<file path="config.mk">
export PLATFORM = sky130hd
export DESIGN_NAME = alu_issue_stage_flat
export DESIGN_NICKNAME = d
export VERILOG_FILES = /design/src/rtl/alu_issue_stage_if.sv /design/src/rtl/alu_issue_stage.sv /design/src/flat_wrapper.sv
export SDC_FILE = /design/constraint.sdc
export NUM_CORES = 1
export LEC_CHECK = 0
export BUFFER_PORTS_ARGS = -buffer_cell sky130_fd_sc_hd__buf_2
export CAP_MARGIN = 25
export CORE_MARGIN = 5
export CORE_UTILIZATION = 39
export CTS_CLUSTER_DIAMETER = 100
export DETAILED_ROUTE_END_ITERATION = 8
export PLACE_DENSITY = 0.71
export SLEW_MARGIN = 10
export SYNTH_ARGS = -nofsm -noshare
export SYNTH_HDL_FRONTEND = slang
export SYNTH_SLANG_ARGS = --single-unit
</file>
<file path="constraint.sdc">
create_clock -name clk -period 2.15 [get_ports clk]
set_input_delay 0.215 -clock clk [delete_from_list [all_inputs] [get_ports clk]]
set_output_delay 0.215 -clock clk [all_outputs]
set_load 0.05 [all_outputs]
</file>
<file path="src/rtl/alu_issue_stage_if.sv">
// Handshake bundles around the ALU issue stage: request from decode (instr + GPR reads),
// response toward EX (operands, aluop, destination, illegal flag).
interface alu_issue_req_if #(parameter int DATA_W = 32);
  logic              in_valid;
  logic              in_ready;
  logic [31:0]       instr;
  logic [DATA_W-1:0] rs_val;
  logic [DATA_W-1:0] rt_val;

  modport master (output in_valid, instr, rs_val, rt_val, input in_ready);
  modport slave  (input in_valid, instr, rs_val, rt_val, output in_ready);
endinterface

interface alu_issue_rsp_if #(parameter int DATA_W = 32, parameter int OP_W = 4,
                             parameter int REG_ADDR_W = 5);
  logic                  out_valid;
  logic                  out_ready;
  logic [OP_W-1:0]       aluop;
  logic [DATA_W-1:0]     input1;
  logic [DATA_W-1:0]     input2;
  logic [REG_ADDR_W-1:0] wr_addr;
  logic                  illegal;

  modport master (output out_valid, aluop, input1, input2, wr_addr, illegal, input out_ready);
  modport slave  (input out_valid, aluop, input1, input2, wr_addr, illegal, output out_ready);
endinterface

</file>
<file path="src/rtl/alu_issue_stage.sv">
// MIPS decode/issue stage producing ALU operands + aluop on a registered valid/ready output.
// Define ALU_ISSUE_SKID_EN for a two-entry skid buffer with a flopped in_ready.
module alu_issue_stage #(
  parameter int DATA_W     = 32,
  parameter int OP_W       = 4,
  parameter int REG_ADDR_W = 5
) (
  input  logic              clk,
  input  logic              rst,
  input  logic              flush,
  alu_issue_req_if.slave    req,
  alu_issue_rsp_if.master   rsp
);
  localparam logic [OP_W-1:0] A_ADD = 4'd0, A_SUB = 4'd1, A_SLL = 4'd2, A_SRL = 4'd3,
                              A_SLT = 4'd4, A_AND = 4'd5, A_OR  = 4'd6, A_XOR = 4'd7,
                              A_SLTU = 4'd8, A_SRA = 4'd9;

  typedef struct packed {
    logic                  illegal;
    logic [REG_ADDR_W-1:0] wr_addr;
    logic [OP_W-1:0]       aluop;
    logic [DATA_W-1:0]     in1;
    logic [DATA_W-1:0]     in2;
  } bundle_t;

  logic [5:0]        op, funct;
  logic [15:0]       imm;
  logic [DATA_W-1:0] sext, zext;
  bundle_t           dec;
  logic              bad;
  logic              unused_rs_addr;

  assign op    = req.instr[31:26];
  assign funct = req.instr[5:0];
  assign imm   = req.instr[15:0];
  assign sext  = {{(DATA_W-16){imm[15]}}, imm};
  assign zext  = {{(DATA_W-16){1'b0}}, imm};
  // rs is already resolved to rs_val upstream; the field itself is not needed here
  assign unused_rs_addr = ^req.instr[25:21];

  always_comb begin
    dec         = '0;
    bad         = 1'b0;
    dec.aluop   = A_ADD;
    dec.in1     = req.rs_val;
    dec.in2     = sext;
    dec.wr_addr = req.instr[20:16];
    case (op)
      6'h00: begin
        dec.wr_addr = req.instr[15:11];
        dec.in2     = req.rt_val;
        case (funct)
          6'h20, 6'h21: dec.aluop = A_ADD;
          6'h22, 6'h23: dec.aluop = A_SUB;
          6'h24: dec.aluop = A_AND;
          6'h25: dec.aluop = A_OR;
          6'h26: dec.aluop = A_XOR;
          6'h2A: dec.aluop = A_SLT;
          6'h2B: dec.aluop = A_SLTU;
          6'h00: begin dec.aluop = A_SLL; dec.in1 = DATA_W'(req.instr[10:6]); end
          6'h02: begin dec.aluop = A_SRL; dec.in1 = DATA_W'(req.instr[10:6]); end
          6'h03: begin dec.aluop = A_SRA; dec.in1 = DATA_W'(req.instr[10:6]); end
          6'h04: dec.aluop = A_SLL;
          6'h06: dec.aluop = A_SRL;
          6'h07: dec.aluop = A_SRA;
          default: bad = 1'b1;
        endcase
      end
      6'h08, 6'h09: dec.aluop = A_ADD;
      6'h0A: dec.aluop = A_SLT;
      6'h0B: dec.aluop = A_SLTU;
      6'h0C: begin dec.aluop = A_AND; dec.in2 = zext; end
      6'h0D: begin dec.aluop = A_OR;  dec.in2 = zext; end
      6'h0E: begin dec.aluop = A_XOR; dec.in2 = zext; end
      6'h0F: begin dec.in1 = '0; dec.in2 = {imm, 16'b0}; end
      6'h23: dec.aluop = A_ADD;
      6'h2B: dec.wr_addr = '0;
      6'h04, 6'h05: begin
        dec.aluop   = A_SUB;
        dec.in2     = req.rt_val;
        dec.wr_addr = '0;
      end
      default: bad = 1'b1;
    endcase
    // unencodable instructions still issue, as a harmless zeroed ADD
    if (bad) begin
      dec         = '0;
      dec.illegal = 1'b1;
    end
  end

  bundle_t out_q;
  logic    out_v;
  logic    acc, out_free;

  assign out_free = !out_v || rsp.out_ready;
  assign acc      = req.in_valid && req.in_ready;

`ifdef ALU_ISSUE_SKID_EN
  bundle_t sk_q;
  logic    sk_v;

  assign req.in_ready = !sk_v;

  always_ff @(posedge clk) begin
    if (rst) begin
      out_v <= 1'b0;
      sk_v  <= 1'b0;
      out_q <= '0;
      sk_q  <= '0;
    end else if (flush) begin
      out_v <= 1'b0;
      sk_v  <= 1'b0;
    end else if (out_free) begin
      // skid slot is older than anything arriving, so it drains first
      if (sk_v) begin
        out_q <= sk_q;
        out_v <= 1'b1;
        sk_v  <= 1'b0;
      end else if (acc) begin
        out_q <= dec;
        out_v <= 1'b1;
      end else begin
        out_v <= 1'b0;
      end
    end else if (acc) begin
      sk_q <= dec;
      sk_v <= 1'b1;
    end
  end
`else
  assign req.in_ready = out_free;

  always_ff @(posedge clk) begin
    if (rst) begin
      out_v <= 1'b0;
      out_q <= '0;
    end else if (flush) begin
      out_v <= 1'b0;
    end else if (acc) begin
      out_q <= dec;
      out_v <= 1'b1;
    end else if (rsp.out_ready) begin
      out_v <= 1'b0;
    end
  end
`endif

  assign rsp.out_valid = out_v;
  assign rsp.aluop     = out_q.aluop;
  assign rsp.input1    = out_q.in1;
  assign rsp.input2    = out_q.in2;
  assign rsp.wr_addr   = out_q.wr_addr;
  assign rsp.illegal   = out_q.illegal;
endmodule

</file>
<file path="src/flat_wrapper.sv">
// flat-port wrapper written by rule: the top's interface ports become plain ports
module alu_issue_stage_flat 
#(
  parameter int DATA_W     = 32,
  parameter int OP_W       = 4,
  parameter int REG_ADDR_W = 5
)
  (clk, rst, flush, req_in_valid, req_instr, req_rs_val, req_rt_val, req_in_ready, rsp_out_valid, rsp_aluop, rsp_input1, rsp_input2, rsp_wr_addr, rsp_illegal, rsp_out_ready);
  alu_issue_req_if #(.DATA_W(DATA_W)) req_i ();
  alu_issue_rsp_if #(.DATA_W(DATA_W), .OP_W(OP_W), .REG_ADDR_W(REG_ADDR_W)) rsp_i ();
  input  logic clk;
  input  logic rst;
  input  logic flush;
  input wire logic [$bits(req_i.in_valid)-1:0] req_in_valid;
  input wire logic [$bits(req_i.instr)-1:0] req_instr;
  input wire logic [$bits(req_i.rs_val)-1:0] req_rs_val;
  input wire logic [$bits(req_i.rt_val)-1:0] req_rt_val;
  output wire logic [$bits(req_i.in_ready)-1:0] req_in_ready;
  output wire logic [$bits(rsp_i.out_valid)-1:0] rsp_out_valid;
  output wire logic [$bits(rsp_i.aluop)-1:0] rsp_aluop;
  output wire logic [$bits(rsp_i.input1)-1:0] rsp_input1;
  output wire logic [$bits(rsp_i.input2)-1:0] rsp_input2;
  output wire logic [$bits(rsp_i.wr_addr)-1:0] rsp_wr_addr;
  output wire logic [$bits(rsp_i.illegal)-1:0] rsp_illegal;
  input wire logic [$bits(rsp_i.out_ready)-1:0] rsp_out_ready;
  assign req_i.in_valid = req_in_valid;
  assign req_i.instr = req_instr;
  assign req_i.rs_val = req_rs_val;
  assign req_i.rt_val = req_rt_val;
  assign req_in_ready = req_i.in_ready;
  assign rsp_out_valid = rsp_i.out_valid;
  assign rsp_aluop = rsp_i.aluop;
  assign rsp_input1 = rsp_i.input1;
  assign rsp_input2 = rsp_i.input2;
  assign rsp_wr_addr = rsp_i.wr_addr;
  assign rsp_illegal = rsp_i.illegal;
  assign rsp_i.out_ready = rsp_out_ready;
  alu_issue_stage #(.DATA_W(DATA_W), .OP_W(OP_W), .REG_ADDR_W(REG_ADDR_W)) u_core (.clk(clk), .rst(rst), .flush(flush), .req(req_i), .rsp(rsp_i));
endmodule
</file>
==> flow_metrics.py, run 1 <==
metrics = {
    "flow_run": {
        "maxCapViolCount": 0,
    },
    "global_routing": {
        "grt_overflow": 0,
        "grt.busiest_layer": "met2",
        "use_met3_pct": 6.71,
        "grt_pass1_vias": 3203,
        "grt_usage_pct": 19.9,
        "grt_first_pass_wirelength_um": 16000,
        "use_met2_pct": 31.4,
        "grt_max_degree": 43,
        "grt_util_met1_pct": 24.9,
        "antenna_found_initial": 0,
    },
    "clocking": {
        "cts_resized": 0,
        "clk_latency_ns": 0.35,
        "cts_tree": "done",
        "clkTransAtPathRegs_ns": 0.08,
        "cts.sinks": 75,
        "clockBufferDepth": 2,
        "h-tree-depth": 3,
        "ctsHoldBuffers": 0,
        "cts-root-buf": "clkbuf_8",
        "cts_setup_buffers": 0,
        "cts_buffers": 9,
    },
    "die": {
        "coreArea_um2": 8130,
        "die_height_um": 101,
        "rows": 33,
        "ioPinCount": 177,
        "fp.dieW_um": 101,
        "dieArea_um2": 10200,
        "start_util_pct": 39.6,
    },
    "sta": {
        "period_share_pct": 73.2,
        "slew_violations": 0,
        "rsz0062_at_grt": "no",
        "tns_ns": 0,
        "tightest_slew_ns": 0.594,
        "relSlewSlack_pct": 59.9,
        "holdWs_ns": 0.0782,
        "finalHoldViolations": 0,
        "setup_viol": 0,
        "finalCriticalPeriod_ns": 1.57,
        "fmax_mhz": 635,
        "skew_ns": 0.00607,
    },
    "drt": {
        "vias": 3229,
        "post_drt_wl_per_cell_um": 17.7,
        "drt_iter0_drc": 206,
        "wirelength_um": 10300,
        "viasPerCell": 5.56,
        "ant_nets": 0,
        "dr.pass1.iters": 4,
        "drc": 0,
    },
    "synth": {
        "synth_edf_count": 0,
        "synthDominantCellAreaShare_pct": 46.6,
        "syn_avg_cell_area_um2": 10.4,
        "yosys_register_bits": 75,
        "ys_async_sr_fraction_pct": 0,
        "synth_area_um2": 3220,
        "ys_seq_area_share_pct": 46.6,
        "synthTopCellsByArea": "dfxtp_1, o2bb2ai_1, a22o_1",
        "synth-main-ff-cell": "dfxtp_1",
        "synth.distinct_cells": 44,
        "post-synth-top-count-cell": "dfxtp_1",
        "ys_warn_count": 0,
        "synthTopCellsByCount": "dfxtp_1, o2bb2ai_1, a22o_1, a22oi_1, clkbuf_1",
        "synthCells": 310,
        "syn_nets": 411,
        "synth_top_area_cell": "dfxtp_1",
    },
    "setup_path": {
        "r2r_end": "u_core.rsp.input2[13]$_SDFFE_PP0P_",
        "crit_end": "u_core.rsp.input1[15]$_SDFFE_PP0P_",
        "worstPathRequired_ns": 2.38,
        "critPathKind": "in2reg",
        "r2r-start": "u_core.rsp.out_valid$_SDFFE_PP0P_",
        "cp_slowest_cell": "and4_4",
        "crit_fanout": 27,
        "cp_cell_sequence": "buf_2 > nor4_4 > and2_1 > o2111ai_4 > and4_4 > a22o_1",
        "rrSetupSlack_ns": 0.71,
        "critical_path.max_stage_delay_ns": 0.35,
        "cp-end-kind": "flop",
        "startpoint_type": "primary input",
        "cp.arrival_ns": 1.81,
        "worstSetupStartpoint": "req_instr[27]",
        "rr_worst_depth": 6,
    },
    "finish": {
        "areaGrowthSynthToFinish_pct": 35.4,
        "final_cells": 581,
        "drive_gt1_share_pct": 43.3,
        "fin_nets": 573,
        "diodes": 0,
        "finish.utilization_pct": 53.6,
    },
    "placement": {
        "dp_hpwl_um": 7550,
        "dp_cells": 566,
        "routabilityCongestion": 0.833,
        "io_buffers": 171,
    },
    "worst_hold_path": {
        "hold_class": "in2reg",
    },
    "outcome": {
        "status": "completed",
    },
    "power_and_ir_drop": {
        "peakVddDrop_mv": 0.335,
        "leakagePower_nw": 2.09,
        "power_density_nw_per_um2": 703,
    },
}
flip-flops by register name, summed over array words and instances (netlist names):
name / count
u_core.rsp.out_valid: 1
u_core.rsp.wr_addr: 5
u_core.rsp.input1: 32
u_core.rsp.input2: 32
u_core.rsp.illegal: 1
u_core.rsp.aluop: 4
area by class of cell:
cell class / count / area [um2]
Clock buffer: 9 / 124
Clock inverter: 6 / 90.1
Fill cell: 760 / 3770
Inverter: 7 / 26.3
Multi-Input combinational cell: 197 / 1540
Sequential cell: 75 / 1500
Tap cell: 105 / 131
Timing Repair Buffer: 182 / 951
power breakdown:
part	leakage [nW]	total [mW]	switching, mW	internal, mW
Sequential	0.606	1.43	0.0130	1.41
Combinational	1.38	0.440	0.279	0.161
Clock	0.106	1.20	0.546	0.651
Total	2.09	3.07	0.839	2.23
through the flow:
stage | worst slack (ns) | cell area (um2) | total power [mW]
after floorplan | 0.145 | 3220 | 1.73
after global placement | 0.279 | 4150 | 1.89
after detailed placement | 0.241 | 4150 | 1.90
after CTS | 0.620 | 4360 | 3.10
after global routing | 0.478 | 4360 | 3.19
final | 0.575 | 4360 | 3.07
worst min path at each step:
stage | from | to | depth (start not counted)
after floorplan | rst | u_core.rsp.illegal$_SDFFE_PP0P_ | 1
after global placement | req_rs_val[26] | u_core.rsp.input1[26]$_SDFFE_PP0P_ | 2
after detailed placement | req_rs_val[11] | u_core.rsp.input1[11]$_SDFFE_PP0P_ | 2
after CTS | req_rs_val[17] | u_core.rsp.input1[17]$_SDFFE_PP0P_ | 2
after global routing | req_rs_val[31] | u_core.rsp.input1[31]$_SDFFE_PP0P_ | 2
final | req_rs_val[31] | u_core.rsp.input1[31]$_SDFFE_PP0P_ | 2
placed cells by master, fill, tap and decap left out, types with 2 or more instances in the layout:
cell type  count
inv_1          7
o21ai_0        3
nor2_1        14
o2111ai_1      2
buf_4         10
clkbuf_8       9
nand2b_1       2
buf_2        171
a22o_1        30
bufinv_16      2
nor3_1         2
nand2_1       10
a221oi_1      16
a41oi_1        2
a22oi_1       21
o2bb2ai_1     43
and3_1         3
mux2i_1        7
a21oi_1        5
dfxtp_1       75
nor2b_1       10
or2_2          3
critical path, delay by kind of cell:
| family | cells | cell delay [ns] |
|---|---|---|
| buf+inv | 1 | 0.17 |
| simple gates | 3 | 0.92 |
| compound gates | 2 | 0.49 |
metal layers:
layer  vias up  part of all wire [%]
li1       1535                     -
met1      1520                    41
met2       157                    45
met3        17                    11
met4         0                   2.1
met5         -                     0
cell families after synthesis:
logic type	count (synthesis)	share of synthesized area, %
compound gates	132	34.5
xor+xnor	2	0.544
buf+inv	38	5.99
flops	75	46.6
mux	7	2.18
simple gates	56	10.1
Power figures use the tool's default switching activity.
==> run 2: changes to the inputs <==
--- a/config.mk
+++ b/config.mk
@@ -11,7 +11,7 @@
 export CORE_UTILIZATION = 39
 export CTS_CLUSTER_DIAMETER = 100
 export DETAILED_ROUTE_END_ITERATION = 8
-export PLACE_DENSITY = 0.71
+export PLACE_DENSITY = 0.73
 export SLEW_MARGIN = 10
 export SYNTH_ARGS = -nofsm -noshare
 export SYNTH_HDL_FRONTEND = slang
==> constraint.sdc (replaced) <==
create_clock -name clk -period 1.35 [get_ports clk]
set_input_delay 0.135 -clock clk [delete_from_list [all_inputs] [get_ports clk]]
set_output_delay 0.135 -clock clk [all_outputs]
set_load 0.05 [all_outputs]
==> run 2 against run 1 <==
  * The run now ends with setup timing left
  * First-iteration DRC count is 32% lower
  * Cell area is 33% higher
  * Hold slack worse by 0.067 ns
  * Clock skew is 0.0017 ns higher
  * Final cell count up 15%
  * Via count is 14% higher
  * Total power rose by 74%
  * Die area unchanged
==> flow_metrics.py, run 2 (synthesized netlist as in run 1, its figures left out) <==
metrics = {
    "outcome": {
        "status": "complete, but fails checks",
        "violations": "setup timing",
    },
    "setup_path": {
        "worstPathRequired_ns": 1.64,
        "r2r_end": "u_core.rsp.input2[28]$_SDFFE_PP0P_",
        "cp-end-kind": "flop",
        "critical_path.max_stage_delay_ns": 0.36,
        "crit_buf_inv": 3,
        "crit_cells": 8,
        "cp_slowest_cell": "dfxtp_4",
        "r2r-start": "u_core.rsp.out_valid$_SDFFE_PP0P_",
        "critPathKind": "reg2reg",
        "rr_worst_depth": 8,
        "startpoint_type": "flop",
        "crit_fanout": 8,
        "rrSetupSlack_ns": -0.13,
        "cp.arrival_ns": 1.77,
        "cp_top_family": "simple AND/OR/NAND/NOR gates",
        "crit_top_cell": "nand2b_4",
        "cp_cell_sequence": "nand2b_4 > buf_6 > nand3_4 > nand4b_1 > nand2b_4 > buf_12 > clkbuf_16 > o2bb2ai_2",
    },
    "sta": {
        "tightest_slew_ns": 0.718,
        "relSlewSlack_pct": 52.0,
        "finalHoldViolations": 0,
        "fmax_mhz": 676,
        "finalCriticalPeriod_ns": 1.48,
        "setup_ws_ns": -0.130,
        "setup_viol": 72,
        "skew_ns": 0.00777,
        "rsz0062_at_grt": "yes",
        "slew_violations": 0,
        "period_share_pct": 110,
    },
    "global_routing": {
        "grt_max_degree": 27,
        "grt_pass1_vias": 3670,
        "grt_first_pass_wirelength_um": 18700,
        "grt_usage_pct": 23.9,
        "grt_overflow": 0,
        "antenna_found_initial": 0,
    },
    "worst_hold_path": {
        "min_to": "u_core.rsp.input1[12]$_SDFFE_PP0P_",
        "hold_class": "in2reg",
        "holdCritStartpoint": "req_rs_val[12]",
        "min_delay_path_depth": 2,
    },
    "drt": {
        "viasPerCell": 5.49,
        "ant_nets": 0,
        "post_drt_wl_per_cell_um": 19.5,
        "drc": 0,
        "vias": 3669,
        "drt_iter0_drc": 140,
        "dr.pass1.iters": 5,
        "wirelength_um": 13000,
    },
    "power_and_ir_drop": {
        "power_switching_mw": 1.58,
        "power_density_nw_per_um2": 920,
        "leakagePower_nw": 2.73,
        "power_mw": 5.35,
        "peakVddDrop_mv": 0.622,
        "p_clk_share_pct": 38.0,
        "p_sw_share_pct": 29.5,
        "comb_power_share_pct": 19.3,
        "p_int_mw": 3.77,
        "pwr-share-seq_pct": 42.7,
    },
    "finish": {
        "diodes": 0,
        "final_cell_mix": "buf_2, dfxtp_1, buf_4",
        "areaGrowthSynthToFinish_pct": 80.5,
        "final_common_cell": "buf_2",
        "drive_gt1_share_pct": 58.1,
        "final_cells": 668,
        "fill_cells": 600,
        "fin_nets": 659,
    },
    "die": {
        "ioPinCount": 177,
        "start_util_pct": 39.6,
        "coreArea_um2": 8130,
        "rows": 33,
        "dieArea_um2": 10200,
        "fp.dieW_um": 101,
        "die_height_um": 101,
    },
    "clocking": {
        "clk_latency_ns": 0.37,
        "clkTransAtPathRegs_ns": 0.08,
        "cts_tree": "done",
        "cts_buffers": 9,
        "clockBufferDepth": 2,
        "cts.sinks": 75,
        "cts-root-buf": "clkbuf_8",
        "h-tree-depth": 3,
    },
    "placement": {
        "dp_hpwl_um": 8200,
        "io_buffers": 171,
        "routabilityCongestion": 0.888,
        "dp_cells": 613,
    },
    "flow_run": {
        "maxCapViolCount": 0,
    },
}
-- run 2: changes by cell type in the layout (fill, tap and decap cells not counted), sizes merged, moves of 2 or more --
cell,change
clkinv,-2
and4,+3
dlygate4sd3,+21
buf,+57
inv,+3
clkbuf,+4
-- run 2: per-layer routing --
metal	track usage [%]	part of all wire, %	vias to the layer above
met4	9.53	2.4	0
met3	6.78	9.2	25
met2	40.7	48	195
met5	0	0	-
met1	28.1	41	1721
li1	-	-	1728
-- run 2: final cells by class --
| class | instances | area (um2) | share of cell area [%] |
|---|---|---|---|
| Clock buffer | 9 | 124 | 2.13 |
| Inverter | 7 | 26.3 | 0.452 |
| Multi-Input combinational cell | 201 | 2090 | 36.0 |
| Sequential cell | 75 | 1510 | 25.9 |
| Clock inverter | 7 | 105 | 1.81 |
| Tap cell | 105 | 131 | 2.26 |
| Timing Repair Buffer | 264 | 1830 | 31.4 |
-- run 2: how the worst max path moves through the flow --
| stage | to | from |
|---|---|---|
| finish | u_core.rsp.input2[28]$_SDFFE_PP0P_ | u_core.rsp.out_valid$_SDFFE_PP0P_ |
| global route | u_core.rsp.input2[28]$_SDFFE_PP0P_ | u_core.rsp.out_valid$_SDFFE_PP0P_ |
| CTS | u_core.rsp.input1[0]$_SDFFE_PP0P_ | u_core.rsp.out_valid$_SDFFE_PP0P_ |
| detailed placement | u_core.rsp.input2[23]$_SDFFE_PP0P_ | req_instr[31] |
| global placement | u_core.rsp.input2[23]$_SDFFE_PP0P_ | req_instr[31] |
| floorplan | u_core.rsp.input1[14]$_SDFFE_PP0P_ | req_instr[26] |
-- run 2: what timing repair did --
item / CTS / global route
pin swaps: 15 / 35
hold buffers: 17 / 4
resized for setup: 46 / 31
setup endpoints to repair: 73 / 73
buffers inserted: 5 / 1
endpoints found under the hold margin: 17 / 4
cloned: 8 / 4
-- run 2: per-stage QoR --
stage,hold WS (ns),worst slack [ns],utilization (%),TNS [ns],cell area [um2]
floorplan,0.207,-0.376,-,-15.87,3350
global placement,0.356,-0.335,56.1,-19.00,4570
detailed placement,0.357,-0.367,56.1,-21.38,4570
CTS,0.00120,-0.107,66.5,-5.01,5410
global route,0.00625,-0.174,71.4,-8.66,5810
finish,0.0112,-0.130,71.4,-4.88,5810
-- run 2: power by group through the flow --
stage	clock network, mW	registers, mW	logic [mW]
global route	2.17	2.29	1.09
finish	2.03	2.28	1.03
global placement	0	2.33	0.806
detailed placement	0	2.32	0.818
floorplan	0	2.47	0.312
CTS	2.05	2.28	0.940
-- run 2: worst register-to-register path, delay by kind of cell, from the launching register on --
kind,cells,cell delay [ns]
flip-flops,1,0.36
buffers and inverters,3,0.44
AND/OR/NAND/NOR,4,0.49
AO/OA/AOI/OAI,1,0.13
